$ cat src/rtl/systolic_pkg.sv
// Shared constants and slot-packing helpers for the systolic beat link.
package systolic_pkg;

  localparam int LANE_W_DEF    = 4;
  localparam int FRAME_LEN_DEF = 16;
  localparam int CNT_W_DEF     = $clog2(FRAME_LEN_DEF);

  // Bit offset of a beat's lane within a packed frame word (beat 0 sits in the MSBs).
  function automatic int slot_lsb(input int slot, input int lane_w, input int frame_len);
    return (frame_len - 1 - slot) * lane_w;
  endfunction

  // Bit position of a beat's control flag within a packed control word.
  function automatic int slot_bit(input int slot, input int frame_len);
    return frame_len - 1 - slot;
  endfunction

endpackage

$ cat src/rtl/systolic_beat_mux.sv
// Selects one beat slot out of a flattened transmit frame.
module systolic_beat_mux
  import systolic_pkg::*;
#(
  parameter int FRAME_LEN = FRAME_LEN_DEF,
  parameter int W         = LANE_W_DEF + 1,
  localparam int CNT_W    = $clog2(FRAME_LEN)
) (
  input  logic [FRAME_LEN*W-1:0] slots,
  input  logic [CNT_W-1:0]       sel,
  output logic [W-1:0]           dout
);

  // Slot k occupies bits [k*W +: W] of the flattened input.
  always_comb begin
    dout = slots[int'(sel)*W +: W];
  end

endmodule

$ cat src/rtl/systolic_link.sv
// Framed serial link: buffers one frame per direction, replays it one frame
// later on the falling edge, and exposes a captured-frame / injection handshake.
module systolic_link
  import systolic_pkg::*;
#(
  parameter int LANE_W    = LANE_W_DEF,
  parameter int FRAME_LEN = FRAME_LEN_DEF,
  localparam int CNT_W    = $clog2(FRAME_LEN)
) (
  input  logic                        clk,
  input  logic                        rst_n,
  input  logic                        ena,
  input  logic                        frame_sync,
  input  logic [LANE_W-1:0]           col_in,
  input  logic [LANE_W-1:0]           row_in,
  input  logic                        col_ctrl_in,
  input  logic                        row_ctrl_in,
  output logic [LANE_W-1:0]           col_out,
  output logic [LANE_W-1:0]           row_out,
  output logic                        col_ctrl_out,
  output logic                        row_ctrl_out,
  output logic [CNT_W-1:0]            beat,
  output logic                        cap_valid,
  input  logic                        cap_ready,
  output logic [LANE_W*FRAME_LEN-1:0] cap_col,
  output logic [LANE_W*FRAME_LEN-1:0] cap_row,
  output logic [FRAME_LEN-1:0]        cap_col_ctrl,
  output logic [FRAME_LEN-1:0]        cap_row_ctrl,
  input  logic                        inj_valid,
  output logic                        inj_ready,
  input  logic [LANE_W*FRAME_LEN-1:0] inj_col,
  input  logic [LANE_W*FRAME_LEN-1:0] inj_row,
  input  logic [FRAME_LEN-1:0]        inj_col_ctrl,
  input  logic [FRAME_LEN-1:0]        inj_row_ctrl,
  output logic                        cap_ovf,
  output logic                        resync_err
);

  localparam int              MUX_W     = LANE_W + 1;
  localparam logic [CNT_W-1:0] BEAT_ZERO = CNT_W'(0);
  localparam logic [CNT_W-1:0] BEAT_ONE  = CNT_W'(1);
  localparam logic [CNT_W-1:0] BEAT_LAST = CNT_W'(FRAME_LEN - 1);

  logic [CNT_W-1:0]  beat_r;
  logic              resync_err_r;

  logic [LANE_W-1:0] rx_col_r [FRAME_LEN];
  logic [LANE_W-1:0] rx_row_r [FRAME_LEN];
  logic [FRAME_LEN-1:0] rx_col_ctrl_r;
  logic [FRAME_LEN-1:0] rx_row_ctrl_r;

  logic [LANE_W-1:0] tx_col_r [FRAME_LEN];
  logic [LANE_W-1:0] tx_row_r [FRAME_LEN];
  logic [FRAME_LEN-1:0] tx_col_ctrl_r;
  logic [FRAME_LEN-1:0] tx_row_ctrl_r;

  logic [LANE_W-1:0] frame_col_s [FRAME_LEN];
  logic [LANE_W-1:0] frame_row_s [FRAME_LEN];
  logic [FRAME_LEN-1:0] frame_col_ctrl_s;
  logic [FRAME_LEN-1:0] frame_row_ctrl_s;

  logic              commit_s;
  logic [CNT_W-1:0]  wr_slot_s;

  logic [FRAME_LEN*MUX_W-1:0] col_slots_s;
  logic [FRAME_LEN*MUX_W-1:0] row_slots_s;
  logic [MUX_W-1:0]           col_sel_s;
  logic [MUX_W-1:0]           row_sel_s;

  logic [LANE_W-1:0] col_out_r;
  logic [LANE_W-1:0] row_out_r;
  logic              col_ctrl_out_r;
  logic              row_ctrl_out_r;

  logic                        cap_valid_r;
  logic                        cap_ovf_r;
  logic [LANE_W*FRAME_LEN-1:0] cap_col_r;
  logic [LANE_W*FRAME_LEN-1:0] cap_row_r;
  logic [FRAME_LEN-1:0]        cap_col_ctrl_r;
  logic [FRAME_LEN-1:0]        cap_row_ctrl_r;

  // Commit fires on the last beat unless a sync restarts the frame; sync always writes slot 0.
  always_comb begin
    commit_s  = ena & ~frame_sync & (beat_r == BEAT_LAST);
    inj_ready = commit_s & inj_valid;
    if (frame_sync) begin
      wr_slot_s = BEAT_ZERO;
    end else begin
      wr_slot_s = beat_r;
    end
  end

  // The committed frame is the receive buffer with the final beat taken straight from the inputs.
  always_comb begin
    frame_col_ctrl_s = rx_col_ctrl_r;
    frame_row_ctrl_s = rx_row_ctrl_r;
    for (int k = 0; k < FRAME_LEN; k++) begin
      frame_col_s[k] = rx_col_r[k];
      frame_row_s[k] = rx_row_r[k];
    end
    frame_col_s[FRAME_LEN-1]      = col_in;
    frame_row_s[FRAME_LEN-1]      = row_in;
    frame_col_ctrl_s[FRAME_LEN-1] = col_ctrl_in;
    frame_row_ctrl_s[FRAME_LEN-1] = row_ctrl_in;
  end

  // Beat counter and sticky resync flag; a sync mid-frame abandons the partial frame.
  always_ff @(posedge clk or negedge rst_n) begin
    if (!rst_n) begin
      beat_r       <= BEAT_ZERO;
      resync_err_r <= 1'b0;
    end else if (ena) begin
      if (frame_sync) begin
        beat_r <= BEAT_ONE;
        if (beat_r != BEAT_ZERO) begin
          resync_err_r <= 1'b1;
        end
      end else begin
        beat_r <= beat_r + BEAT_ONE;
      end
    end
  end

  // Receive buffer: each enabled beat lands in its slot.
  always_ff @(posedge clk or negedge rst_n) begin
    if (!rst_n) begin
      rx_col_ctrl_r <= '0;
      rx_row_ctrl_r <= '0;
      for (int k = 0; k < FRAME_LEN; k++) begin
        rx_col_r[k] <= '0;
        rx_row_r[k] <= '0;
      end
    end else if (ena) begin
      rx_col_r[wr_slot_s]      <= col_in;
      rx_row_r[wr_slot_s]      <= row_in;
      rx_col_ctrl_r[wr_slot_s] <= col_ctrl_in;
      rx_row_ctrl_r[wr_slot_s] <= row_ctrl_in;
    end
  end

  // Transmit buffer: reloaded at commit from the received frame or from the injection port.
  always_ff @(posedge clk or negedge rst_n) begin
    if (!rst_n) begin
      tx_col_ctrl_r <= '0;
      tx_row_ctrl_r <= '0;
      for (int k = 0; k < FRAME_LEN; k++) begin
        tx_col_r[k] <= '0;
        tx_row_r[k] <= '0;
      end
    end else if (commit_s) begin
      for (int k = 0; k < FRAME_LEN; k++) begin
        if (inj_valid) begin
          tx_col_r[k]      <= inj_col[slot_lsb(k, LANE_W, FRAME_LEN) +: LANE_W];
          tx_row_r[k]      <= inj_row[slot_lsb(k, LANE_W, FRAME_LEN) +: LANE_W];
          tx_col_ctrl_r[k] <= inj_col_ctrl[slot_bit(k, FRAME_LEN)];
          tx_row_ctrl_r[k] <= inj_row_ctrl[slot_bit(k, FRAME_LEN)];
        end else begin
          tx_col_r[k]      <= frame_col_s[k];
          tx_row_r[k]      <= frame_row_s[k];
          tx_col_ctrl_r[k] <= frame_col_ctrl_s[k];
          tx_row_ctrl_r[k] <= frame_row_ctrl_s[k];
        end
      end
    end
  end

  // Flatten the transmit slots as {ctrl, data} per beat for the slot selectors.
  always_comb begin
    col_slots_s = '0;
    row_slots_s = '0;
    for (int k = 0; k < FRAME_LEN; k++) begin
      col_slots_s[k*MUX_W +: MUX_W] = {tx_col_ctrl_r[k], tx_col_r[k]};
      row_slots_s[k*MUX_W +: MUX_W] = {tx_row_ctrl_r[k], tx_row_r[k]};
    end
  end

  systolic_beat_mux #(
    .FRAME_LEN (FRAME_LEN),
    .W         (MUX_W)
  ) u_col_mux (
    .slots (col_slots_s),
    .sel   (beat_r),
    .dout  (col_sel_s)
  );

  systolic_beat_mux #(
    .FRAME_LEN (FRAME_LEN),
    .W         (MUX_W)
  ) u_row_mux (
    .slots (row_slots_s),
    .sel   (beat_r),
    .dout  (row_sel_s)
  );

  // Serial outputs launch on the falling edge; with ena low beat and tx are frozen, so they hold.
  always_ff @(negedge clk or negedge rst_n) begin
    if (!rst_n) begin
      col_out_r      <= '0;
      row_out_r      <= '0;
      col_ctrl_out_r <= 1'b0;
      row_ctrl_out_r <= 1'b0;
    end else begin
      col_out_r      <= col_sel_s[LANE_W-1:0];
      row_out_r      <= row_sel_s[LANE_W-1:0];
      col_ctrl_out_r <= col_sel_s[LANE_W];
      row_ctrl_out_r <= row_sel_s[LANE_W];
    end
  end

  // Capture port: load on commit when free or being drained, else flag overflow and keep the old frame.
  always_ff @(posedge clk or negedge rst_n) begin
    if (!rst_n) begin
      cap_valid_r    <= 1'b0;
      cap_ovf_r      <= 1'b0;
      cap_col_r      <= '0;
      cap_row_r      <= '0;
      cap_col_ctrl_r <= '0;
      cap_row_ctrl_r <= '0;
    end else if (commit_s) begin
      if (!cap_valid_r || cap_ready) begin
        cap_valid_r <= 1'b1;
        for (int k = 0; k < FRAME_LEN; k++) begin
          cap_col_r[slot_lsb(k, LANE_W, FRAME_LEN) +: LANE_W] <= frame_col_s[k];
          cap_row_r[slot_lsb(k, LANE_W, FRAME_LEN) +: LANE_W] <= frame_row_s[k];
          cap_col_ctrl_r[slot_bit(k, FRAME_LEN)]              <= frame_col_ctrl_s[k];
          cap_row_ctrl_r[slot_bit(k, FRAME_LEN)]              <= frame_row_ctrl_s[k];
        end
      end else begin
        cap_ovf_r <= 1'b1;
      end
    end else if (ena && cap_ready) begin
      cap_valid_r <= 1'b0;
    end
  end

  assign beat         = beat_r;
  assign resync_err   = resync_err_r;
  assign col_out      = col_out_r;
  assign row_out      = row_out_r;
  assign col_ctrl_out = col_ctrl_out_r;
  assign row_ctrl_out = row_ctrl_out_r;
  assign cap_valid    = cap_valid_r;
  assign cap_ovf      = cap_ovf_r;
  assign cap_col      = cap_col_r;
  assign cap_row      = cap_row_r;
  assign cap_col_ctrl = cap_col_ctrl_r;
  assign cap_row_ctrl = cap_row_ctrl_r;

endmodule
$ cat config.mk
export PLATFORM = sky130hd
export DESIGN_NAME = systolic_link
export DESIGN_NICKNAME = d
export VERILOG_FILES = /design/src/rtl/systolic_pkg.sv /design/src/rtl/systolic_beat_mux.sv /design/src/rtl/systolic_link.sv
export SDC_FILE = /design/constraint.sdc
export NUM_CORES = 1
export LEC_CHECK = 0
export CAP_MARGIN = 0
export CORE_ASPECT_RATIO = 0.6
export CORE_MARGIN = 1
export CORE_UTILIZATION = 41
export DETAILED_ROUTE_END_ITERATION = 6
export PLACE_DENSITY_LB_ADDON = 0.25
export SLEW_MARGIN = 20
export SYNTH_ARGS = -nofsm -noshare
export SYNTH_HDL_FRONTEND = slang
export SYNTH_SLANG_ARGS = --single-unit
$ cat constraint.sdc
create_clock -name clk -period 2.8 [get_ports clk]
set_clock_uncertainty 0.15 [all_clocks]
set_input_delay 0.56 -clock clk [delete_from_list [all_inputs] [get_ports clk]]
set_output_delay 0.56 -clock clk [all_outputs]
set_load 0.02 [all_outputs]
# After elaboration in Yosys (flattened, before gate mapping)
# Index checks and enable logic that the tools add are counted.
dict set report word_totals {
  out_inout_bits 178
  regBits 497
  input_bits 176
}
dict set report classes {
  shift 2
  n_lt_le_gt_ge 4
  n_bitwise 6
  n_eq_ne 2
  mux 77
  n_addsub 1
  mul 1
  n_reduce_logical 11
}
# cell count
set op_table {}
lappend op_table {{80-bit by 32-bit indexed part select with 5-bit output} 2}
lappend op_table {{4-bit 2-to-1 mux} 35}
lappend op_table {{64-bit bitwise mux} 2}
lappend op_table {{1-bit 2-to-1 mux} 36}
lappend op_table {{16-bit bitwise mux} 2}
lappend op_table {{4-bit demux with 4-bit select} 1}
lappend op_table {{4-bit by 3-bit multiplier with 7-bit output, second input constant} 1}
lappend op_table {{2-bit AND reduction} 3}
lappend op_table {{5-bit greater-or-equal comparator, second input constant} 1}
lappend op_table {{4-bit by 5-bit less-than comparator with 1-bit output, second input constant} 1}
lappend op_table {{5-bit by 1-bit less-than comparator with 1-bit output, second input constant} 1}
lappend op_table {{4-bit inverter with 5-bit output} 1}
lappend op_table {{4-bit by 1-bit adder with 4-bit output, second input constant} 1}
lappend op_table {{1-bit demux with 4-bit select} 1}
lappend op_table {{4-bit equality test, second input constant} 1}
lappend op_table {{4-bit by 1-bit greater-or-equal comparator with 1-bit output, second input constant} 1}
lappend op_table {{4-bit nonzero test} 1}
lappend op_table {{1-bit bitwise AND} 3}
lappend op_table {{1-bit logical AND} 3}
lappend op_table {{3-bit AND reduction} 1}
lappend op_table {{2-bit by 1-bit != test with 1-bit output, second input constant} 1}
lappend op_table {{1-bit inverter} 2}
lappend op_table {{2-bit nonzero test} 1}
lappend op_table {{1-bit logical NOT} 1}
lappend op_table {{1-bit logical OR} 1}

# Logic depth before layout (Yosys ltp)
# Gate-level depths: netlist of the first run.
dict set report depth {
  word_depth 7
  mapped_depth 9
}

# By module
# A second synthesis of the first run with hierarchy kept.
dict set report unflattened {
  hier_cells 1549
  hier_area_um2 21338.0
}
# module seq_area_each_um2 instances cells_per_inst area_each_um2
set by_module_without_submodules {}
lappend by_module_without_submodules {systolic_link 12186.7 1 1455 20136.8}
lappend by_module_without_submodules {systolic_beat_mux 0.0 2 47 600.6}

==> results of run 1 <==
cell usage in the layout, fill, tap and decap left out, drive strengths merged, types with 16 or more instances in the layout:
master / synthesis / routed
a22oi: 27 / 27
buf: 49 / 99
clkbuf: 58 / 71
clkdlybuf4s50: 0 / 338
dfrtp: 477 / 477
mux2: 310 / 310
mux2i: 208 / 208
mux4: 16 / 16
nand2: 185 / 185
o21ai: 176 / 176
path summary, 6_finish.rpt:
check | depth (start not counted) | to | slack (ns)
max | 1 | col_out[3] | -0.48
min | 2 | col_slots_s[30] | 0.31
max reg2reg | 4 | row_out[3] | -0.38
min reg2reg | 1 | resync_err | 0.32
max in group asynchronous | 2 | row_out[0] | 0.61
min in group clk | 1 | resync_err | 0.32
sequential cells by signal, summed over array words and instances, names as in the netlist:
name and flops:
beat 4, cap_col 64, cap_col_ctrl 16, cap_ovf 1, cap_row 64, cap_row_ctrl 16
cap_valid 1, col_ctrl_out 1, col_out 4, col_slots_s 64, frame_col_s 60, frame_row_s 60
resync_err 1, row_ctrl_out 1, row_out 4, row_slots_s 64, rx_col_ctrl_r 15, rx_row_ctrl_r 15
tx_col_ctrl_r 16, tx_row_ctrl_r 16
metal layers:
metal / track usage, % / wire length, um
met5: 0.9381 / 81
met4: 4.016 / 836
met3: 4.099 / 2493
met2: 35.99 / 27720
met1: 32.61 / 28190
report_power, final:
| group | switching (mW) | internal [mW] |
|---|---|---|
| Clock | 2.76 | 4.05 |
| Sequential | 0.553 | 7.77 |
| Combinational | 1.35 | 1.53 |
| Total | 4.67 | 13.4 |
final cells by class:
class                           instances  area [um^2]  area share [%]
Antenna cell                            1        2.502        0.008959
Timing Repair Buffer                  442         4611           16.51
Tap cell                              693        867.1           3.104
Multi-Input combinational cell        970         8593           30.76
Clock inverter                         15        232.7          0.8331
Inverter                                5        18.77         0.06719
Clock buffer                           70         1415           5.066
Sequential cell                       487        12190           43.65
through the flow:
stage          instances  area [um^2]  setup slack (ns)  power, mW
6_report            2683        27930           -0.4774      18.02
3_5_place_dp        2586        25900           -0.4502      11.17
4_1_cts             2681        27890           -0.5045      18.20
5_1_grt             2683        27930           -0.4956      18.79
3_3_place_gp        2586        25900           -0.4395      11.09
2_1_floorplan       1569        21240           -0.3866      9.751
kinds of logic (layout without fill, tap and decap cells):
kind of cell               count (synthesis)  in the layout  share of synthesized area (%)
other                                      0              1                              0
muxes                                    534            534                          29.81
adders and majority gates                  2              2                         0.1182
AOI/OAI and AO/OA                        209            209                          5.309
and+or+nand+nor                          225            225                          4.540
DFF                                      487            487                          57.58
buffers and inverters                    112            532                          2.643
what timing repair did:
item / 4_1_cts / 5_1_grt
buffers inserted: 6 / 3
endpoints found under the setup margin: 64 / 38
pin swaps: 4 / 6
resized for setup: 97 / 13
gates cloned: 3 / 1
hold endpoints to repair: 11 / 0
hold buffers: 1 / 0
==> metrics, run 1 <==
Peak VDD IR 0.0004282 V; fin nets 2131; register clock-pin slew on the reported worst setup and hold paths 0.07 ns; vias in the first global route 14.26k; CP Capture Type output pin; worst hold margin 0.3094 ns; async set or reset register ratio after synthesis 100.0%; Core Box Area 50930 um^2; Cell Chain, Critical Path buf_6; status complete, but fails checks; Fin Setup TNS -7.750 ns; Global Route Usage Sum 22.63%; Area Overhead vs Synth 31.98%; IO buf count 353; Critical path buffers and inverters 1; Die X 295.3 um; ranking of synthesized cells by area dfrtp_1 56%, mux2_2 11%, mux2i_1 9.8%, mux2_4 7.1%, o21ai_0 4.1%; Worst EP arrival 2.57 ns; clock tree buffer depth 3; crit path kind flip-flop to output pin; GRT Residual Overflow 0; final core occ 54.85%; clock latency on the worst-skew pair 0.56 ns; wirelength, routed 59.32 mm; Worst Hold Class input port to asynchronous set/reset pin; drt first pass iters 5; cell taking the most area after synthesis dfrtp_1; pin count of the biggest net entering global routing 168; Pleak 13.45 nW; Synth Instances 1569; Via density 5.098; Slew @ Worst Pin 0.8327 ns; DR vias 13.68k; delay-heaviest family, CP flip-flops; share of cells above drive strength 1 27.20%; Detail Route Antenna Nets 0; most frequent cell after synthesis dfrtp_1; post-synth net total 1747; Crit. Startpoint col_out[3]; FILL cells 4251; flops & latches, synth 487; Synth top area share 56.40%; num ports 354; CTS tree yes; leading cell types by count after synthesis 477 x dfrtp_1, 210 x mux2_2, 208 x mux2i_1, 185 x nand2_1, 175 x o21ai_0; failing checks setup timing; global-route wire length before repair 89.17 mm; WL/cell 22.11 um; main flop type after synthesis dfrtp_1; # rows 64; CTS Root Cell clkbuf_16; synth warn 0; WP data required 2.09 ns; Slowest cell on crit path dfrtn_1; RSZ-0062 raised after global routing yes; area of the die 52560 um^2; Max-Slew Margin vs Limit 44.49%; number of enable flip-flop cells after synthesis 0; final setup violation count 20; TritonCTS Buffers 47; Worst R2R Start beat[0]; startpoint type of the worst setup path flip-flop; Initial Utilization 41.56%; initial antenna violation count 2; max-slew violation count 0; Hold Vio Cnt, Final 0; Detailed Place HPWL 40.62 mm; H-tree depth 2; Synth cell types 34; Synth Area per Inst 13.49 um^2; CP max stage delay 0.47 ns; Mapped Area 21160 um^2; max-cap viol count 0; DRC Markers 0; DRT iter0 DRCs 969; die height 178.0 um; Final GP Congestion 0.8259; worst setup margin -0.4774 ns; Sink Count 487; register area share after synthesis 57.58%; Max FO, Critical Path 1; Cell Pwr Density 645.1 nW/um^2
Note: power is estimated with default switching activity, not from simulation.
==> inputs of run 2 (changes only) <==
CTS_CLUSTER_DIAMETER = 150   (was not set)
==> results of run 2 <==
Same layout as run 1: the final DEF is identical, and so are final timing and power.
==> inputs of run 3 (changes only) <==
CTS_CLUSTER_SIZE = 10   (was not set)
==> run 3 against run 2 <==
The run still ends with setup timing left; die area unchanged; sequential cell count is the same; core utilization fell by 0.083 points; critical endpoint is now row_ctrl_out; count of clock-buffer cells in the layout rose by 31; via count is 1.2% higher; clock power shrank 3.2%; first-iteration DRC count decreased by 3.1%.
==> metrics, run 3 (same netlist as run 1, synthesis figures left out) <==
Detailed Place HPWL 40.62 mm (unchanged); DR vias 13.84k (+1.2%); IO buf count 353 (unchanged); vias in the first global route 14.46k (+1.4%); fin nets 2138 (+0.33%); Final GP Congestion 0.8259 (unchanged); Initial Utilization 41.56% (unchanged); final setup violation count 21 (+5.0%); Critical path buffers and inverters 1 (unchanged); Pleak 13.40 nW (-0.36%); Max FO, Critical Path 1 (unchanged); Clock Power Share 37.0% (-0.8 points); share of cells above drive strength 1 26.17% (-1.0 points); CP max stage delay 0.47 ns (about the same); Die X 295.3 um (unchanged); status complete, but fails checks; max-cap viol count 0 (unchanged); delay-heaviest family, CP flip-flops; # rows 64 (unchanged); drt first pass iters 7 (+2); CP Capture Type output pin; Via density 5.124 (+0.52%); register clock-pin slew on the reported worst setup and hold paths 0.06 ns (about the same); pin count of the biggest net entering global routing 168 (unchanged); global-route wire length before repair 89.72 mm (+0.62%); TritonCTS Buffers 54 (+15%); Cell Pwr Density 638.9 nW/um^2 (-0.96%); final core occ 54.76% (-0.083 points); H-tree depth 2 (unchanged); GRT Residual Overflow 0 (unchanged); DRC Markers 0 (unchanged); WP data required 2.09 ns (about the same); Max-Slew Margin vs Limit 43.61% (-0.87 points); die height 178.0 um (unchanged); crit path kind flip-flop to output pin; commonest non-fill, non-tap cell in the layout dfrtp_1; Internal 13.09 mW (-1.9%); initial antenna violation count 3 (+1); WL/cell 22.07 um (-0.17%); CTS tree yes; CTS Root Cell clkbuf_16; Worst Hold Class input port to asynchronous set/reset pin; Global Route Usage Sum 22.81% (+0.18 points); RSZ-0062 raised after global routing yes; wirelength, routed 59.62 mm (+0.50%); Hold Vio Cnt, Final 0 (unchanged); Sink Count 487 (unchanged); clock latency on the worst-skew pair 0.58 ns (+0.02 ns); area of the die 52560 um^2 (unchanged); worst setup margin -0.4876 ns (-0.01017 ns); Sw Share 26.53% (+0.62 points); worst hold margin 0.3069 ns (-0.002495 ns); Core Box Area 50930 um^2 (unchanged); Cell Chain, Critical Path buf_6; clock tree buffer depth 3 (unchanged); num ports 354 (unchanged); Worst EP arrival 2.58 ns (about the same); Slowest cell on crit path dfrtn_1; sw power 4.727 mW (+1.2%); startpoint type of the worst setup path flip-flop; Peak VDD IR 0.0004598 V (+7.4%); combinational fraction of design power 16.2% (+0.2 points); most frequent cells in the layout 474 x dfrtp_1, 338 x clkdlybuf4s50_1, 210 x mux2_2; DRT iter0 DRCs 939 (-3.1%); Area Overhead vs Synth 31.78%; failing checks setup timing; Detail Route Antenna Nets 0 (unchanged); max-slew violation count 0 (unchanged); Seq pwr share 46.8% (+0.6 points); Slew @ Worst Pin 0.8458 ns (+0.01312 ns)
run 3: cell count changes in the layout (fill, tap and decap cells not counted), sizes merged:
cell / previous run / this run
clkbuf: 71 / 101
diode: 1 / 2
clkinvlp: 3 / 0
clkinv: 6 / 1
buf: 99 / 100
bufinv: 6 / 0
run 3: what timing repair did:
item                                    CTS  global route
endpoints found under the hold margin    11             0
endpoints found under the setup margin   64            43
cloned                                    4             0
buffers inserted                          6             3
gates resized for setup                 102            10
hold buffers                              1             0
pin swaps                                 5             5
run 3: through the flow:
| step | power, mW | instance area (um^2) | setup WS [ns] | TNS (ns) | cells |
|---|---|---|---|---|---|
| final | 17.82 | 27890 | -0.4876 | -8.119 | 2701 |
| after global routing | 18.61 | 27890 | -0.5011 | -8.995 | 2701 |
| after CTS | 18.01 | 27880 | -0.5152 | -8.696 | 2699 |
| after detailed placement | 11.17 | 25900 | -0.4502 | -21.04 | 2586 |
| after global placement | 11.09 | 25900 | -0.4395 | -17.68 | 2586 |
| after floorplan | 9.751 | 21240 | -0.3866 | -3.714 | 1569 |
run 3: power groups by stage:
stage	clock network (mW)	registers, mW	logic, mW
2_1_floorplan	0	8.36	1.39
3_3_place_gp	0	8.40	2.69
3_5_place_dp	0	8.44	2.73
4_1_cts	6.76	8.33	2.93
5_1_grt	7.08	8.42	3.11
6_report	6.59	8.33	2.90
run 3: per-layer routing:
metal,routed length [um],vias up,GRT usage [%],share of wire (%)
li1,-,6361,-,-
met3,2777,82,4.049,4.7
met4,1053,2,5.030,1.8
met2,27770,312,36.06,47
met1,28000,7084,32.81,47
met5,17,-,0,0.029
run 3: final timing paths:
path                             startpoint               end  slack, ns  cells after the start
setup / recovery               row_ctrl_out      row_ctrl_out      -0.49                      1
min in group clk           tx_row_ctrl_r[6]  tx_row_ctrl_r[6]       0.32                      2
hold / removal                        rst_n   col_slots_s[48]       0.31                      2
hold reg to reg            tx_row_ctrl_r[6]  tx_row_ctrl_r[6]       0.32                      2
max in group asynchronous             rst_n      col_ctrl_out       0.61                      2
setup reg to reg                    beat[0]        col_out[3]      -0.40                      5
run 3: final cells by class:
| class | instances | area [um^2] |
|---|---|---|
| multi-input combinational | 970 | 8597 |
| clock inverter | 1 | 5.005 |
| antenna | 2 | 5.005 |
| fill | 4273 | 23040 |
| clock buffer | 101 | 1592 |
| timing repair buffer | 442 | 4613 |
| tap | 693 | 867.1 |
| inverter | 5 | 18.77 |
| sequential | 487 | 12190 |
